===== src/rtl/pipelined_shared_resource_pkg.sv =====
// Shared defaults and small elaboration helpers for the pipelined shared
// resource and its result FIFO. The defines below are the codebase-wide
// knobs; the package turns them into typed parameter defaults.

`ifndef ADDRESS_WIDTH
`define ADDRESS_WIDTH 8
`endif
`ifndef ID_WIDTH
`define ID_WIDTH 4
`endif
`ifndef DATA_WIDTH
`define DATA_WIDTH 16
`endif
`ifndef RESOURCE_DELAY
`define RESOURCE_DELAY 4
`endif
`ifndef RESOURCE_DEPTH
`define RESOURCE_DEPTH 4
`endif
`ifndef RESOURCE_OFFSET
`define RESOURCE_OFFSET 512
`endif

package pipelined_shared_resource_pkg;

  localparam int DEF_ADDR_W = `ADDRESS_WIDTH;
  localparam int DEF_ID_W   = `ID_WIDTH;
  localparam int DEF_DATA_W = `DATA_WIDTH;
  localparam int DEF_DELAY  = `RESOURCE_DELAY;
  localparam int DEF_DEPTH  = `RESOURCE_DEPTH;
  localparam int DEF_OFFSET = `RESOURCE_OFFSET;

  // Width of a counter that must hold every value 0..depth inclusive.
  function automatic int occ_width(input int depth);
    return $clog2(depth + 1);
  endfunction

  // Width of an index into a depth-entry array (at least one bit).
  function automatic int ptr_width(input int depth);
    return (depth > 1) ? $clog2(depth) : 1;
  endfunction

endpackage


===== src/rtl/pipelined_shared_resource_sync_fifo.sv =====
// Generic synchronous FIFO with registered storage, in-order output and a
// first-word-fall-through read port (dout shows the head whenever !empty).
// A push into a full FIFO is accepted only if a pop frees a slot that edge.

module sync_fifo
  import pipelined_shared_resource_pkg::*;
#(
  parameter int WIDTH = 8,
  parameter int DEPTH = 4
) (
  input  logic             clk,
  input  logic             reset,
  input  logic             push,
  input  logic             pop,
  input  logic [WIDTH-1:0] din,
  output logic [WIDTH-1:0] dout,
  output logic             empty,
  output logic             full
);

  localparam int PTR_W = ptr_width(DEPTH);
  localparam int CNT_W = occ_width(DEPTH);

  logic [WIDTH-1:0] mem_q [DEPTH];
  logic [PTR_W-1:0] wr_ptr_q, rd_ptr_q;
  logic [CNT_W-1:0] count_q, count_d;
  logic             do_push, do_pop;

  function automatic logic [PTR_W-1:0] next_ptr(input logic [PTR_W-1:0] p);
    return (p == PTR_W'(DEPTH - 1)) ? '0 : p + PTR_W'(1);
  endfunction

  assign empty   = (count_q == '0);
  assign full    = (count_q == CNT_W'(DEPTH));
  assign do_pop  = pop && !empty;
  assign do_push = push && (!full || do_pop);
  assign dout    = mem_q[rd_ptr_q];

  // Next entry count from this edge's push/pop pair.
  // NOTE: every always_comb output gets a default first, so no path can leave it unassigned and infer a latch.
  always_comb begin
    count_d = count_q;
    case ({do_push, do_pop})
      2'b10:   count_d = count_q + CNT_W'(1);
      2'b01:   count_d = count_q - CNT_W'(1);
      default: ;
    endcase
  end

  // Pointers and count: the only FIFO state that needs a defined reset value.
  // NOTE: sequential state uses <= so every register samples pre-edge values regardless of statement order.
  always_ff @(posedge clk) begin
    if (reset) begin
      wr_ptr_q <= '0;
      rd_ptr_q <= '0;
      count_q  <= '0;
    end else begin
      if (do_push) wr_ptr_q <= next_ptr(wr_ptr_q);
      if (do_pop)  rd_ptr_q <= next_ptr(rd_ptr_q);
      count_q <= count_d;
    end
  end

  // Storage write.
  // NOTE: storage is deliberately not reset; the count marks which entries are meaningful, and an unreset array maps to plain RAM.
  always_ff @(posedge clk) begin
    if (do_push) mem_q[wr_ptr_q] <= din;
  end

endmodule


===== src/rtl/pipelined_shared_resource.sv =====
// Pipelined shared lookup resource. Each accepted (address, id) request
// travels down a fixed DELAY-stage delay line that never stalls, then lands
// in an in-order result FIFO drained through a valid/ready port. The
// occupancy counter (in flight + queued) throttles in_ready so the FIFO can
// never overflow.

module pipelined_shared_resource
  import pipelined_shared_resource_pkg::*;
#(
  parameter int ADDR_W    = DEF_ADDR_W,
  parameter int ID_W      = DEF_ID_W,
  parameter int DATA_W    = DEF_DATA_W,  // must be >= ADDR_W
  parameter int DELAY     = DEF_DELAY,   // must be >= 1
  parameter int DEPTH     = DEF_DEPTH,   // must be >= 1
  parameter int OFFSET    = DEF_OFFSET,
  parameter int PIPELINED = 1
) (
  input  logic              clk,
  input  logic              reset,
  input  logic [ADDR_W-1:0] in_address,
  input  logic [ID_W-1:0]   in_id,
  input  logic              in_valid,
  output logic              in_ready,
  output logic [DATA_W-1:0] out_data,
  output logic [ID_W-1:0]   out_id,
  output logic              out_valid,
  input  logic              out_ready
);

  localparam int OCC_W = occ_width(DEPTH);

  typedef struct packed {
    logic [ID_W-1:0]   id;
    logic [DATA_W-1:0] data;
  } entry_t;

  logic [DELAY-1:0] dl_valid_q;
  entry_t           dl_entry_q [DELAY];
  entry_t           new_entry;
  entry_t           fifo_dout;
  logic             fifo_empty, fifo_full;
  logic             accept, pop;
  logic [OCC_W-1:0] occ_q, occ_d;

  // The result is formed at acceptance; the delay line only models latency.
  assign new_entry.id   = in_id;
  assign new_entry.data = DATA_W'(in_address) + DATA_W'(OFFSET);

  assign accept    = in_valid && in_ready;
  assign out_valid = !fifo_empty;
  assign pop       = out_valid && out_ready;

  // Admission: depends on occupancy only (never in_valid) and is closed during reset.
  always_comb begin
    in_ready = 1'b0;
    if (!reset) begin
      if (PIPELINED != 0) in_ready = (occ_q < OCC_W'(DEPTH));
      else                in_ready = (occ_q == '0);
    end
  end

  // Occupancy next state: accept and pop on the same edge cancel out.
  always_comb begin
    occ_d = occ_q;
    case ({accept, pop})
      2'b10:   occ_d = occ_q + OCC_W'(1);
      2'b01:   occ_d = occ_q - OCC_W'(1);
      default: ;
    endcase
  end

  // Occupancy register.
  always_ff @(posedge clk) begin
    if (reset) occ_q <= '0;
    else       occ_q <= occ_d;
  end

  // Delay-line valid bits; clearing them on reset drops every in-flight request.
  always_ff @(posedge clk) begin
    if (reset) begin
      dl_valid_q <= '0;
    end else begin
      dl_valid_q[0] <= accept;
      for (int k = 1; k < DELAY; k++) dl_valid_q[k] <= dl_valid_q[k-1];
    end
  end

  // Delay-line payload; qualified by the valid bits, so it shifts unconditionally.
  always_ff @(posedge clk) begin
    dl_entry_q[0] <= new_entry;
    for (int k = 1; k < DELAY; k++) dl_entry_q[k] <= dl_entry_q[k-1];
  end

  sync_fifo #(
    .WIDTH ($bits(entry_t)),
    .DEPTH (DEPTH)
  ) u_result_fifo (
    .clk   (clk),
    .reset (reset),
    .push  (dl_valid_q[DELAY-1]),
    .pop   (pop),
    .din   (dl_entry_q[DELAY-1]),
    .dout  (fifo_dout),
    .empty (fifo_empty),
    .full  (fifo_full)
  );

  // Output port: zero while empty, otherwise the FIFO head (stable until popped).
  always_comb begin
    out_data = '0;
    out_id   = '0;
    if (!fifo_empty) begin
      out_data = fifo_dout.data;
      out_id   = fifo_dout.id;
    end
  end

  // Occupancy bounds in-flight + queued entries, so a push into a full FIFO is unreachable.
  fifo_overflow_a: assert property (@(posedge clk) disable iff (reset)
    !(dl_valid_q[DELAY-1] && fifo_full));

  occupancy_bound_a: assert property (@(posedge clk) disable iff (reset)
    occ_q <= OCC_W'(DEPTH));

endmodule


===== config.mk =====
export PLATFORM = sky130hd
export DESIGN_NAME = pipelined_shared_resource
export DESIGN_NICKNAME = d
export VERILOG_FILES = /design/src/rtl/pipelined_shared_resource_pkg.sv /design/src/rtl/pipelined_shared_resource_sync_fifo.sv /design/src/rtl/pipelined_shared_resource.sv
export SDC_FILE = /design/constraint.sdc
export NUM_CORES = 1
export LEC_CHECK = 0
export ABC_AREA = 1
export CAP_MARGIN = 20
export CORE_MARGIN = 2
export CORE_UTILIZATION = 59
export CTS_CLUSTER_DIAMETER = 100
export DETAILED_ROUTE_END_ITERATION = 6
export PLACE_DENSITY = 0.81
export SLEW_MARGIN = 10
export SYNTH_ARGS = -nofsm -noshare
export SYNTH_HDL_FRONTEND = slang
export SYNTH_SLANG_ARGS = --single-unit

===== constraint.sdc =====
create_clock -name clk -period 3 [get_ports clk]
set_clock_uncertainty 0.1 [all_clocks]
set_input_delay 0.3 -clock clk [delete_from_list [all_inputs] [get_ports clk]]
set_output_delay 0.3 -clock clk [all_outputs]
set_load 0.05 [all_outputs]

---- After elaboration in Yosys (flattened, before gate mapping) ----
Memories as Yosys holds them, arrays and structs flattened. A register that Yosys moved wholly into a read port is not among the register bits.
Index checks and enable logic that the tools add are counted.
storage, ports and cells
  register bits after elaboration ......... 14
  bits in writable memories ............... 160
  input port bits ......................... 16
  word-level logic and storage cells ...... 43
  memories kept ........................... 2
operators by class
  $add $sub $neg .......................... 7
  magnitude comparators ................... 1
  equal/unequal tests ..................... 7
  muxes and demuxes ....................... 11
  reductions and logical operators ........ 10
memory list
  memory               words  width  read ports  clocked after Yosys merged registers in  wr ports  line                                       RTL
  dl_entry_q           4      20     4           0                                        4         pipelined_shared_resource.sv:38            entry_t dl_entry_q [DELAY];
  u_result_fifo.mem_q  4      20     1           1                                        1         pipelined_shared_resource_sync_fifo.sv:24  logic [WIDTH-1:0] mem_q [DEPTH];
operators with widths
  cell                                               count
  two-way mux 16 bit                                 1
  one-hot mux 3 bit (2 select lines)                 2
  adder 8 x 10 -> 11 bit, second input constant      1
  == test 2 bit, second input constant               4
  two-way mux 2 bit                                  4
  adder 3 x 1 -> 3 bit, second input constant        2
  subtractor 3 x 1 -> 3 bit, second input constant   2
  adder 2 x 1 -> 2 bit, second input constant        2
  == test 2 x 1 -> 1 bit, second input constant      2
  logical AND 1 bit                                  4
  two-way mux 4 bit                                  1
  nonzero test 2 bit                                 2
  == test 3 bit, second input constant               1
  zero test 3 bit                                    1
  less-than comparator 3 bit, second input constant  1
  two-way mux 1 bit                                  3
  zero test 1 bit                                    2
  logical OR 1 bit                                   1

---- Longest topological paths before layout ----
  word-level depth ........................ 8
  mapped depth ............................ 11
  depth with buffers taken out ............ 11

---- Modules after synthesis ----
Synthesis repeated with hierarchy kept, for this count alone.
unflattened totals
  cell total of the unflattened synthesis .. 392
  area total of the unflattened synthesis .. 4912.2 um2
by module, submodules not included
  module                     times used  cells each  area an instance (um2)
  sync_fifo                  1           261         3482.1
  pipelined_shared_resource  1           131         1430.1

---- Worst setup path after synthesis ----
Ideal clock, no wire load.
  path kind ............................... register to register
  start ................................... register occ_q[2]
  end ..................................... register occ_q[1]
  library setup time ...................... 0.064 ns
  arrival ................................. 2.062 ns
  required time ........................... 2.836 ns
  slack ................................... 0.774 ns
  cell stages (with the launch flop) ...... 9
  buffers on the path ..................... 0
  path through ............................ dfxtp_1 > nor2_1 > nand2_1 > ha_1 > inv_1 > fa_1 > nor2_1 > a21oi_1 > nor2_1
on the way
  word-level cells in the longest chain between the ends .. 5
  elaborated cells on any way between the ends .. 7
  those cells by class .................... 1 x order compare; 2 x eq/ne; 2 x mux; 2 x reduce/logical
RTL lines
  item                                                                      line                             RTL
  start: declaration                                                        pipelined_shared_resource.sv:43  logic [OCC_W-1:0] occ_q, occ_d;
  start signal: assignment                                                  pipelined_shared_resource.sv:74  if (reset) occ_q <= '0;
  start signal: assignment                                                  pipelined_shared_resource.sv:75  else occ_q <= occ_d;
  less-than comparator 3 bit *                                              pipelined_shared_resource.sv:57  if (PIPELINED != 0) in_ready = (occ_q < OCC_W'(DEPTH));
  two-way mux 1 bit *                                                       pipelined_shared_resource.sv:56  if (!reset) begin
  via in_ready                                                              pipelined_shared_resource.sv:23  output logic in_ready,
  logical AND 1 bit *                                                       pipelined_shared_resource.sv:49  assign accept = in_valid && in_ready;
  == test 2 x 1 -> 1 bit or == test 2 bit (tied branches)                   pipelined_shared_resource.sv:65  case ({accept, pop})
  one-hot mux 3 bit (2 select lines) or nonzero test 2 bit (tied branches)  --
Mark *: on every way through the listed nets, which the timed path passes. The rest lies on a longest branch.
A chain may end at the register's enable or synchronous reset.

==> flow_summary.json <==
{
  "grt-ovfl-total": 0,
  "p_clk_share_pct": 20.9,
  "critical_path.max_fanout": 24,
  "power_frac_seq_pct": 44.4,
  "cts_sinks": 112,
  "power.density_nw_per_um2": 920,
  "synthTopCellsByCount": "nor2_1, dfxtp_1, edfxtp_1",
  "final-hold-violation-count": 0,
  "die_h_um": 82.9,
  "fp-row-count": 28,
  "layout-drive-gt1-share_pct": 9.44,
  "yosysTopAreaCellShare_pct": 39.2,
  "yosys_warnings": 0,
  "worst_pin_slew_ns": 0.504,
  "grt_pass1_vias": 2065,
  "p_sw_mw": 1.47,
  "finalSetupViolCount": 0,
  "synth_compound_area_share_pct": 7.25,
  "cp-end-kind": "output port",
  "synth-adder-area-share_pct": 3.13,
  "comb_power_share_pct": 34.7,
  "rsz0062_at_grt": "no",
  "cts-root-buf": "clkbuf_8",
  "dp.cells": 398,
  "grt_use_total_pct": 17.4,
  "synth_xor_area_share_pct": 0.238,
  "cts_buffers": 9,
  "syn_area_um2": 3670,
  "fin_crit_ns": 2.77,
  "cts_resized": 0,
  "avgSynthCellArea_um2": 12.4,
  "path_cells": "buf_4 > inv_2 > o21ai_0 > a21oi_1 > clkdlybuf4s50_1",
  "worstPathRequired_ns": 2.60,
  "first_pass_iters": 4,
  "syn_inst": 296,
  "synth_edf_count": 48,
  "cp.arrival_ns": 2.37,
  "drt-initial-drc-count": 185,
  "start_kind": "register",
  "synth.mux.area_fraction_pct": 0,
  "drv_cap": 0,
  "die_area_um2": 6880,
  "critPathSlowestCell": "clkdlybuf4s50_1",
  "initial_utilization_pct": 61.7,
  "route.detailed.drc": 0,
  "synth_ff_type": "dfxtp_1",
  "num_antenna_cells": 0,
  "status": "finished, final reports clean",
  "port_buffers": 30,
  "intPower_mw": 2.42,
  "syn2layout_area_growth_pct": 15.0,
  "criticalPathCategory": "reg2out",
  "hp-class": "reg2reg",
  "antenna_found_initial": 0,
  "synth_top_family_by_area": "simple AND/OR/NAND/NOR gates",
  "grt_max_degree": 25,
  "ys_ff_latch": 112,
  "peakVddDrop_v": 0.000550,
  "gp_congestion": 0.827,
  "clk_pin_slew_ns": 0.10,
  "num_vias": 2047,
  "crit_buf_inv": 3,
  "timing.rr.start": "u_result_fifo.count_q[2]",
  "post_cts_buffers": 0,
  "slew_viol_final": 0,
  "pin_count": 38,
  "fin_setup_tns_ns": 0,
  "crit_family": "buffers and inverters",
  "async_reset_ff_share_pct": 0,
  "p_leak_nw": 1.63,
  "post-route-period-util_pct": 92.3,
  "crit_path_max_incr_delay_ns": 0.84,
  "yosys.cell_types.count": 27,
  "timing.max_slew.rel_slack_pct": 66.3,
  "synth_area_leaders": "edfxtp_1, dfxtp_1, nor2_1",
  "grt_pass1_wl_um": 9420,
  "switching_share_pct": 37.7,
  "fin_nets": 358,
  "wl_per_cell_um": 13.4,
  "cts_htree_levels": 3,
  "cts_hold_buf": 0,
  "die-width_um": 82.9,
  "drt_wl_total_um": 5540,
  "final_cells": 414,
  "yosys.area_share.simple_pct": 9.77,
  "core_area_um2": 5960,
  "clock_path_buffers": 2,
  "yosysMostFrequentCell": "nor2_1",
  "tritoncts": "yes",
  "yosysSeqAreaShare_pct": 74.1,
  "viasPerCell": 4.94,
  "synth_top_area_cell": "edfxtp_1",
  "postRouteAntennaNets": 0,
  "clk_latency_ns": 0.35,
  "dp_hpwl_um": 3600,
  "max_freq_ghz": 0.361,
  "min-delay-start": "dl_entry_q[2][3]"
}
power groups by stage:
stage / Sequential, mW / Combinational (mW) / Clock, mW
global route: 1.74 / 1.46 / 0.894
detailed placement: 1.76 / 1.35 / 0
CTS: 1.73 / 1.36 / 0.833
finish: 1.73 / 1.35 / 0.811
global placement: 1.76 / 1.31 / 0
floorplan: 1.75 / 0.997 / 0
through the flow:
stage               worst slack [ns]  util (%)  hold WS, ns  area, µm²  power, mW
floorplan                      0.774         -        0.210       3700       2.75
CTS                            0.204      71.0        0.236       4230       3.92
detailed placement             0.577      67.9        0.212       4040       3.11
finish                         0.231      71.0        0.231       4230       3.89
global placement               0.714      67.9        0.210       4040       3.07
global route                  0.0944      71.0        0.243       4230       4.09
metal layers:
layer  vias to the layer above  GRT usage [%]  wire length, µm
met5                         -              0                0
met1                       945           21.5             2310
li1                       1034              -                -
met3                        13           3.28              232
met4                         0           11.0              139
met2                        55           28.4             2850
final cells by class:
class / instances / area [µm²]
Clock inverter: 7 / 61.3
Clock buffer: 9 / 124
Multi-Input combinational cell: 149 / 776
Sequential cell: 112 / 2720
Tap cell: 75 / 93.8
Inverter: 25 / 96.3
Fill cell: 411 / 1730
Timing Repair Buffer: 37 / 353
flip-flops by register name, indices dropped and copies added, names as in the netlist, named ones only:
name	cells
dl_entry_q	48
dl_valid_q	4
occ_q	3
u_result_fifo.count_q	3
u_result_fifo.mem_q	48
u_result_fifo.rd_ptr_q	2
u_result_fifo.wr_ptr_q	2
cell families (layout without fill, tap and decap cells):
| group | Yosys count | after routing |
|---|---|---|
| AND/OR/NAND/NOR | 83 | 83 |
| other | 1 | 7 |
| AO/OA/AOI/OAI | 50 | 50 |
| adder cells (fa/ha/maj) | 8 | 8 |
| flip-flops | 112 | 112 |
| XOR/XNOR | 1 | 1 |
| buffers and inverters | 41 | 78 |
placed cells by master, fill, tap and decap left out:
cell             netlist  routed
nor2_4                 1       1
inv_2                  1       1
clkinv_2               0       1
edfxtp_1              48      48
o21ai_4                1       1
nor2_1                67      67
buf_4                 10       7
nand2_4                3       3
inv_8                  0       2
nand3_1                4       4
xor2_1                 1       1
nand2_2                1       1
and2_4                 1       1
clkdlybuf4s50_1        0      30
dfxtp_1               64      64
fa_1                   2       2
o211a_1                1       1
clkinv_4               0       1
inv_6                  0       2
a21oi_1               18      18
nand4_1                2       2
clkbuf_8               0       9
conb_1                 1       7
nand2_1                4       4
clkinvlp_4             0       1
inv_4                  1       1
o21ai_1                1       1
inv_1                 23      23
ha_1                   6       6
o21ai_0               29      29
final timing paths:
check / end / slack, ns / depth (start not counted)
min reg2reg: dl_entry_q[3][3] / 0.23 / 0
max: out_data[0] / 0.23 / 5
max reg2reg: occ_q[2] / 1.00 / 11
min: dl_entry_q[3][3] / 0.23 / 0
Power figures use the tool's default switching activity.
==> RTL edit: new RTL, same flow settings <==
Reset style: asynchronous (`reset`), changed in 3 clocked blocks.
--- a/src/rtl/pipelined_shared_resource_sync_fifo.sv
+++ b/src/rtl/pipelined_shared_resource_sync_fifo.sv
@@ -51,3 +51,3 @@
   // NOTE: sequential state uses <= so every register samples pre-edge values regardless of statement order.
-  always_ff @(posedge clk) begin
+  always_ff @(posedge clk or posedge reset) begin
     if (reset) begin
--- a/src/rtl/pipelined_shared_resource.sv
+++ b/src/rtl/pipelined_shared_resource.sv
@@ -72,3 +72,3 @@
   // Occupancy register.
-  always_ff @(posedge clk) begin
+  always_ff @(posedge clk or posedge reset) begin
     if (reset) occ_q <= '0;
@@ -78,3 +78,3 @@
   // Delay-line valid bits; clearing them on reset drops every in-flight request.
-  always_ff @(posedge clk) begin
+  always_ff @(posedge clk or posedge reset) begin
     if (reset) begin
Check against the original RTL: differs if reset is asserted again (counterexample within 10 cycles, from zero or initial values and one cycle with reset high); with reset held inactive, the same outputs for 10 cycles.
==> RTL edit against the original RTL <==
Final area shrank 0.33%; global-route usage about the same; routed wire length up 0.23%; sequential cell count fell by 2; total power up 13%; synthesized area fell by 0.14%; sequential power up 8%; worst setup slack lost 69 ps; critical path type unchanged.
==> RTL edit: results (changes against the original RTL) <==
Logic synthesis
  – Sequential area share after synthesis: 75.0% (+0.92 points)
  – Top post-synthesis cells by area: edfxtp_1 39%, dfxtp_1 26%, dfrtp_1 9.5%
  – Yosys cell types: 28 (+3.7%)
  – Top_reg_cell synth: edfxtp_1
  – Xor/xnor cell area share of the yosys netlist: 0.477% (+0.24 points)

Pwr
  – Leak pwr: 1.67 nW (+2.4%)
  – Sw Ratio: 39.2% (+1.4 points)
  – Design Power: 4.38 mW (+13%)

Finish
  – Buffers outside the clock class: 35 (-5.4%)
  – Filler cells: 378 (-8.0%)
  – Design area: 0.00421 mm² (-0.33%)
  – Multi-input combinational area share: 17.7% (-0.62 points)
  – Proportion of layout cells with a drive suffix above 1: 11.5% (+2.0 points)
  – Seq/total area: 65.4% (+1.0 points)
  – #MultiIn Comb: 141 (-5.4%)
  – Non-Clock Buffer Area Fraction: 8.02% (-0.33 points)

Critical path
  – R2r worst-path depth: 10 (-1)

Placement
  – DP Cell Count: 382 (-4.0%)
  – Post-DP Area: 0.00401 mm² (-0.71%)

Route
  – Final WL: 5.55 mm (+0.23%)
  – Via count: 1996 (-2.5%)
  – DRC violation total after the first TritonRoute iteration: 156 (-16%)

STA
  – Fmax: 352 MHz (-2.4%)
  – Worst hold slack: 209 ps (-22.0 ps)

Global routing
  – Pin count of the biggest net entering global routing: 28 (+12%)

Outcome
  – Outcome: finished, final reports clean
## RTL edit: cell count changes in the layout (fill, tap and decap cells not counted), moves of 7 or more
cell	delta
dfrtp_1	+13
inv_1	-7
nand2_1	+8
nor2_1	-13
o21ai_0	-13
o21ai_1	+13
dfxtp_1	-16
## RTL edit: power by group through the flow
stage / Combinational (mW) / Sequential [mW] / Clock [mW]
floorplan: 1.29 / 1.83 / 0
global placement: 1.62 / 1.88 / 0
detailed placement: 1.67 / 1.89 / 0
CTS: 1.69 / 1.86 / 0.867
global route: 1.82 / 1.88 / 0.931
finish: 1.67 / 1.86 / 0.844
## RTL edit: repair_timing
action	CTS	global route
setup endpoints to repair	11	1
hold buffers	0	0
gates resized for setup	1	1
pin swaps	0	0
## RTL edit: final timing paths
kind                                           start                        end
setup / recovery           u_result_fifo.rd_ptr_q[0]                out_data[5]
hold reg to reg                     dl_entry_q[1][0]           dl_entry_q[2][0]
min in group clk                    dl_entry_q[1][0]           dl_entry_q[2][0]
max in group asynchronous                      reset  u_result_fifo.rd_ptr_q[0]
setup reg to reg            u_result_fifo.count_q[2]                   occ_q[2]
hold / removal                                 reset   u_result_fifo.count_q[2]
## RTL edit: metal layers
| metal | wire length, µm | GRT usage, % | part of all wire (%) | vias to the layer above |
|---|---|---|---|---|
| li1 | - | - | - | 988 |
| met1 | 2240 | 20.7 | 40 | 935 |
| met2 | 2910 | 28.8 | 52 | 61 |
| met3 | 281 | 4.87 | 5.1 | 12 |
| met4 | 115 | 9.69 | 2.1 | 0 |
| met5 | 0 | 0 | 0 | - |
## RTL edit: worst register-to-register path, delay by kind of cell, from the launching register on
kind            cells  cell delay [ps]
xor+xnor            1              130
fa+ha+maj           2              520
compound gates      2              260
flops               1              410
simple gates        2              180
buf+inv             3              230
